[src/rtl/coinc_pkg.sv]
// Shared types, default widths and saturating arithmetic for the coincidence counter.
package coinc_pkg;

    localparam int CNT_W  = 32;
    localparam int WIN_W  = 8;
    localparam int GATE_W = 32;

    // Widest counter the saturating helper can serve.
    localparam int SAT_W  = 64;

    typedef enum logic [1:0] {
        IDLE = 2'd0,
        RUN  = 2'd1,
        DONE = 2'd2
    } state_t;

    function automatic logic [SAT_W-1:0] sat_inc(input logic [SAT_W-1:0] v,
                                                  input logic [SAT_W-1:0] max);
        return (v >= max) ? max : v + SAT_W'(1);
    endfunction

endpackage

[src/rtl/coinc_edge_window.sv]
// Per-channel rising-edge detector plus coincidence window timer.
module coinc_edge_window
    import coinc_pkg::*;
#(
    parameter int WIN_W = coinc_pkg::WIN_W
) (
    input  logic             clk,
    input  logic             rst,
    input  logic             pulse,
    input  logic [WIN_W-1:0] win_len,
    input  logic             clr,
    output logic             ev,
    output logic             tmr_active
);

    logic             pulse_q;
    logic [WIN_W-1:0] tmr;

    assign ev         = pulse & ~pulse_q;
    assign tmr_active = (tmr != '0);

    // clr wins over a fresh event so a paired edge cannot open a new window.
    always_ff @(posedge clk) begin
        if (rst) begin
            pulse_q <= 1'b0;
            tmr     <= '0;
        end else begin
            pulse_q <= pulse;
            if (clr)
                tmr <= '0;
            else if (ev)
                tmr <= win_len;
            else if (tmr != '0)
                tmr <= tmr - WIN_W'(1);
        end
    end

endmodule

[src/rtl/coincidence_counter.sv]
// Gated A/B singles and coincidence counter with a valid/ready result port.
// Define COINC_AUTO_RESTART_EN to allow start on the result handshake to launch the next gate directly.
module coincidence_counter
    import coinc_pkg::*;
#(
    parameter int CNT_W  = coinc_pkg::CNT_W,
    parameter int WIN_W  = coinc_pkg::WIN_W,
    parameter int GATE_W = coinc_pkg::GATE_W
) (
    input  logic              clk,
    input  logic              rst,
    input  logic              pulse_a,
    input  logic              pulse_b,
    input  logic [WIN_W-1:0]  win_len,
    input  logic [GATE_W-1:0] gate_len,
    input  logic              start,
    output logic              busy,
    output logic              res_valid,
    input  logic              res_ready,
    output logic [CNT_W-1:0]  cnt_a,
    output logic [CNT_W-1:0]  cnt_b,
    output logic [CNT_W-1:0]  cnt_ab,
    output logic              overflow,
    output logic [1:0]        state_dbg
);

    // Result handshake: res_valid is high for the whole DONE state and the
    // counts are stable while it is high; a result transfers on a clock edge
    // where res_valid && res_ready, after which res_valid drops.

    localparam logic [CNT_W-1:0] CNT_MAX = '1;

    state_t             state;
    logic [WIN_W-1:0]   win_q;
    logic [GATE_W-1:0]  gate_cnt;
    logic               ev_a, ev_b;
    logic               act_a, act_b;
    logic               coinc;
    logic               take_start;
    logic               tmr_clr;
    logic               sat_hit;

    assign state_dbg = state;

    assign coinc = (ev_a && (ev_b || act_b)) || (ev_b && (ev_a || act_a));

`ifdef COINC_AUTO_RESTART_EN
    assign take_start = start && ((state == IDLE) ||
                                  (state == DONE && res_valid && res_ready));
`else
    assign take_start = start && (state == IDLE);
`endif

    assign tmr_clr = take_start || ((state == RUN) && coinc);

    assign sat_hit = (ev_a  && (cnt_a  == CNT_MAX)) ||
                     (ev_b  && (cnt_b  == CNT_MAX)) ||
                     (coinc && (cnt_ab == CNT_MAX));

    function automatic logic [CNT_W-1:0] bump(input logic [CNT_W-1:0] v);
        return CNT_W'(sat_inc(SAT_W'(v), SAT_W'(CNT_MAX)));
    endfunction

    coinc_edge_window #(.WIN_W(WIN_W)) u_win_a (
        .clk        (clk),
        .rst        (rst),
        .pulse      (pulse_a),
        .win_len    (win_q),
        .clr        (tmr_clr),
        .ev         (ev_a),
        .tmr_active (act_a)
    );

    coinc_edge_window #(.WIN_W(WIN_W)) u_win_b (
        .clk        (clk),
        .rst        (rst),
        .pulse      (pulse_b),
        .win_len    (win_q),
        .clr        (tmr_clr),
        .ev         (ev_b),
        .tmr_active (act_b)
    );

    always_ff @(posedge clk) begin
        if (rst) begin
            state     <= IDLE;
            busy      <= 1'b0;
            res_valid <= 1'b0;
            overflow  <= 1'b0;
            cnt_a     <= '0;
            cnt_b     <= '0;
            cnt_ab    <= '0;
            win_q     <= '0;
            gate_cnt  <= '0;
        end else if (take_start) begin
            cnt_a    <= '0;
            cnt_b    <= '0;
            cnt_ab   <= '0;
            overflow <= 1'b0;
            win_q    <= win_len;
            gate_cnt <= gate_len;
            // A zero-length gate has nothing to count, so it reports at once.
            if (gate_len == '0) begin
                state     <= DONE;
                busy      <= 1'b0;
                res_valid <= 1'b1;
            end else begin
                state     <= RUN;
                busy      <= 1'b1;
                res_valid <= 1'b0;
            end
        end else begin
            case (state)
                IDLE: begin
                    busy      <= 1'b0;
                    res_valid <= 1'b0;
                end
                RUN: begin
                    if (ev_a)
                        cnt_a <= bump(cnt_a);
                    if (ev_b)
                        cnt_b <= bump(cnt_b);
                    if (coinc)
                        cnt_ab <= bump(cnt_ab);
                    if (sat_hit)
                        overflow <= 1'b1;
                    gate_cnt <= gate_cnt - GATE_W'(1);
                    if (gate_cnt == GATE_W'(1)) begin
                        state     <= DONE;
                        busy      <= 1'b0;
                        res_valid <= 1'b1;
                    end
                end
                DONE: begin
                    if (res_ready) begin
                        state     <= IDLE;
                        res_valid <= 1'b0;
                    end
                end
                default: begin
                    state     <= IDLE;
                    busy      <= 1'b0;
                    res_valid <= 1'b0;
                end
            endcase
        end
    end

endmodule

[config.mk]
export PLATFORM = sky130hd
export DESIGN_NAME = coincidence_counter
export DESIGN_NICKNAME = d
export VERILOG_FILES = /design/src/rtl/coinc_pkg.sv /design/src/rtl/coinc_edge_window.sv /design/src/rtl/coincidence_counter.sv
export SDC_FILE = /design/constraint.sdc
export NUM_CORES = 1
export LEC_CHECK = 0
export BUFFER_PORTS_ARGS = -buffer_cell sky130_fd_sc_hd__buf_2
export CORE_ASPECT_RATIO = 1.2
export CORE_MARGIN = 3
export CORE_UTILIZATION = 44
export CTS_BUF_LIST = sky130_fd_sc_hd__clkbuf_4
export DETAILED_ROUTE_END_ITERATION = 8
export GPL_ROUTABILITY_DRIVEN = 0
export PLACE_DENSITY = 0.67
export RECOVER_POWER = 100
export SYNTH_ARGS = -nofsm -noshare
export SYNTH_HDL_FRONTEND = slang
export SYNTH_HIERARCHICAL = 1
export SYNTH_SLANG_ARGS = --single-unit
export TNS_END_PERCENT = 100
[constraint.sdc]
create_clock -name clk -period 4.6 [get_ports clk]
set_clock_uncertainty 0.05 [all_clocks]
set_input_delay 0.23 -clock clk [delete_from_list [all_inputs] [get_ports clk]]
set_output_delay 0.23 -clock clk [all_outputs]
set_load 0.02 [all_outputs]
==> impl_metrics.csv <==
group,metric,value,unit
outcome,outcome,"complete, no violations",
cells_and_area,finalNonFillerCells,1342,
critical_path,delay_of_the_slowest_critical_path_stage,0.76,ns
flow_run,cap_viol_max_count,0,
cts,tritoncts,"done",
cts,root_buffer,"clkbuf_4",
cts,clk-insertion-delay-late,0.56,ns
critical_path,critical_path_data_arrival_time,3.74,ns
floorplanning,core.rowCount,53,
route,drtAntennaViolNets,0,
route,route.detailed.drc,0,
power_and_ir_drop,power.total,3.247,mW
sta,worst_slack,1.320,ns
route,first_drt_iteration_drcs,486,
power_and_ir_drop,power_leakage,3.274,nW
sta,max_slew.worst_pin.slew,1.247,ns
yosys,synth_seq_cells,159,
critical_path,ordered_list_of_cells_on_the_worst_path,"inv_1 > ha_1 > nor4b_1 > nand2_4 > o21ai_0 > a21o_1 > nand2_1 > nor3_1 > a22o_1",
yosys,synth_area_per_cell,8.537,um^2
sta,slew_violations,0,
sta,finalHoldViolCount,0,
sta,layout_min_cycle_time,3.280,ns
global_routing,grt.total_usage,0.2121,
cts,cts.sinks,159,
global_routing,grt.overflow.total,0,
global_routing,antenna_found_initial,2,
global_routing,grt_max_degree,94,
cts,clk_pin_slew_worst_paths,0.13,ns
cts,cts-htree-levels,4,
sta,slew_headroom,0.1686,
critical_path,end_kind,"register",
floorplanning,starting_density,0.4554,
placed_design,portBuffers,146,
yosys,ys_dominant_reg_cell,"dfxtp_1",
critical_path,worst_path_max_delay_cell,"nor4b_1",
route,postRouteWirelength,21.71,mm
yosys,syn-num-nets,1003,
critical_path,cp.required,5.06,ns
yosys,netlist_area,8093,um^2
floorplanning,fp.dieArea,20060,um^2
floorplanning,die_x,129.8,um
yosys,synth_cell_types,70,
placed_design,hpwlAfterDp,14.66,mm
route,detailedRoute.firstPassIterationCount,5,
sta,report.final.setup_viol,0,
global_routing,grt_pass1_wl,35.27,mm
critical_path,crit_path_max_fanout,10,
global_routing,first_global_vias,7209,
sta,maxClockFrequency,0.3048,GHz
worst_hold_path,hold_path.class,"in2reg",
yosys,yosys_warnings,6,
route,wire_per_inst,16.18,um
power_and_ir_drop,power.ir.vdd_worst,0.0001782,V
cells_and_area,finalNetCount,1164,
cts,numCtsBuffers,17,
critical_path,setup.worst_path.start_class,"register",
power_and_ir_drop,pwr_density_cell,342.2,nW/um^2
cts,clock_tree.buffer_depth,2,
sta,post_route_setup_tns,0,ns
route,post_drt_via_cell_ratio,5.758,
floorplanning,design.portCount,147,
placed_design,dp_slack,1.650,ns
yosys,synth_enable_flop_cells,0,
floorplanning,core_area,17770,um^2
sta,grt_setup_unrepaired,"false",
floorplanning,die_height,154.6,um
yosys,post_synth_inst_count,948,
cells_and_area,post_route_cells_drive_above_1_share,0.09456,
placed_design,placed_cells_incl_taps,1267,
yosys,synth.yosys.seq_area_share,0.3933,
critical_path,category_of_the_most_critical_setup_path,"reg2reg",
yosys,synthArstFlopShare,0,
route,routed-via-count,7727,
cells_and_area,signed_area_change_from_the_synthesized_netlist_to_the_final_layout,17.25,%
sta,post-route-period-util,0.7131,
## report_power, final
group / internal, mW / leakage, nW / switching (mW)
combinational: 0.291 / 1.80 / 0.401
sequential: 1.45 / 1.29 / 0.0798
clock: 0.538 / 0.187 / 0.492
## flip-flops by register name (all words and copies together), names as in the netlist
signal and cells:
u_win_b/pulse_q 1, win_q 8, u_win_a/tmr 8, overflow 1
cnt_a 32, state_dbg 2, busy 1, u_win_a/pulse_q 1
res_valid 1, gate_cnt 32, cnt_b 32, u_win_b/tmr 8
cnt_ab 32
## worst max-delay path: cells and delay by family (launching register included)
family	cells	cell delay [ns]
AND/OR/NAND/NOR	4	1.57
AO/OA/AOI/OAI	3	0.97
flip-flops	1	0.34
adder cells (fa/ha/maj)	1	0.19
buffers and inverters	1	0.11
## timing repair
item                      CTS  global route
hold endpoints to repair   44             0
setup buffers               0             0
hold buffers               43             0
gates resized for setup     0             0
## layer usage
layer | track usage | vias up | part of all wire
met5 | 0 | - | 0.00083
met4 | 0.05495 | 2 | 0.011
met3 | 0.05147 | 21 | 0.063
met2 | 0.3517 | 235 | 0.49
met1 | 0.2761 | 3643 | 0.44
li1 | - | 3826 | -
## synthesized netlist by cell type, drive strengths merged (25+ instances only)
library cell / instances / share of area
dfxtp: 159 / 0.39
a21oi: 124 / 0.086
nand2: 78 / 0.038
clkbuf: 46 / 0.021
nor2: 45 / 0.023
xnor2: 42 / 0.045
xor2: 41 / 0.044
nand3: 40 / 0.025
nor3: 39 / 0.025
nand4: 37 / 0.030
nor4: 32 / 0.028
a31oi: 25 / 0.019
## logic make-up after synthesis
group / after synthesis / share of synthesized area
XOR/XNOR: 83 / 0.08983
adder cells (fa/ha/maj): 9 / 0.01391
AND/OR/NAND/NOR: 385 / 0.2769
flip-flops: 159 / 0.3933
multiplexers: 10 / 0.01252
AO/OA/AOI/OAI: 225 / 0.1752
buffers and inverters: 77 / 0.03834
## path summary, 6_finish.rpt
path	end	cells past startpoint	slack, ns	from
min reg2reg	win_q[3]$_SDFFE_PP0P_	2	0.43	win_q[3]$_SDFFE_PP0P_
max	u_win_b/tmr[1]$_SDFFE_PP0P_	9	1.32	u_win_a/tmr[0]$_SDFFE_PP0P_
min	state_dbg[0]$_SDFFE_PP0P_	4	0.05	start
max reg2reg	u_win_b/tmr[1]$_SDFFE_PP0P_	9	1.32	u_win_a/tmr[0]$_SDFFE_PP0P_
## cell usage in the layout (no fill, tap or decap), types with 4 or more instances in the layout
cell,n
nor2_1,44
xnor2_1,42
and4_1,16
a221oi_1,5
nand4_1,36
o311ai_0,5
nor3b_1,4
clkbuf_4,18
a31oi_1,25
a211oi_1,5
a22o_1,4
nand2_1,75
or4_1,8
or3_1,14
inv_1,23
nor2b_1,4
a21oi_1,124
dfxtp_1,159
or2_2,5
ha_1,9
and3_1,21
nand2b_1,8
o21ai_0,24
xor2_1,41
nor3_1,37
buf_4,6
mux2i_1,9
buf_2,43
clkbuf_1,104
and2_1,11
o211ai_1,9
bufinv_16,6
nand3_1,40
nor4_1,29
dlygate4sd3_1,43
## cell type report
| type | instances | area [um^2] |
|---|---|---|
| Multi-Input combinational cell | 712 | 4507 |
| Timing Repair Buffer | 196 | 1081 |
| Sequential cell | 159 | 3183 |
| Clock buffer | 18 | 135.1 |
| Tap cell | 220 | 275.3 |
| Antenna cell | 1 | 2.502 |
| Clock inverter | 13 | 219.0 |
| Fill cell | 1756 | 8283 |
| Inverter | 23 | 86.33 |
## metrics by stage
step / cell area, um^2 / utilization / hold slack (ns)
floorplan: 8093 / - / 0.2516
global placement: 8940 / 0.5030 / 0.4178
detailed placement: 8940 / 0.5030 / 0.4178
CTS: 9724 / 0.5472 / 0.008505
global route: 9489 / 0.5339 / 0.1135
finish: 9489 / 0.5339 / 0.04616
Note: power is estimated with default switching activity, not from simulation.
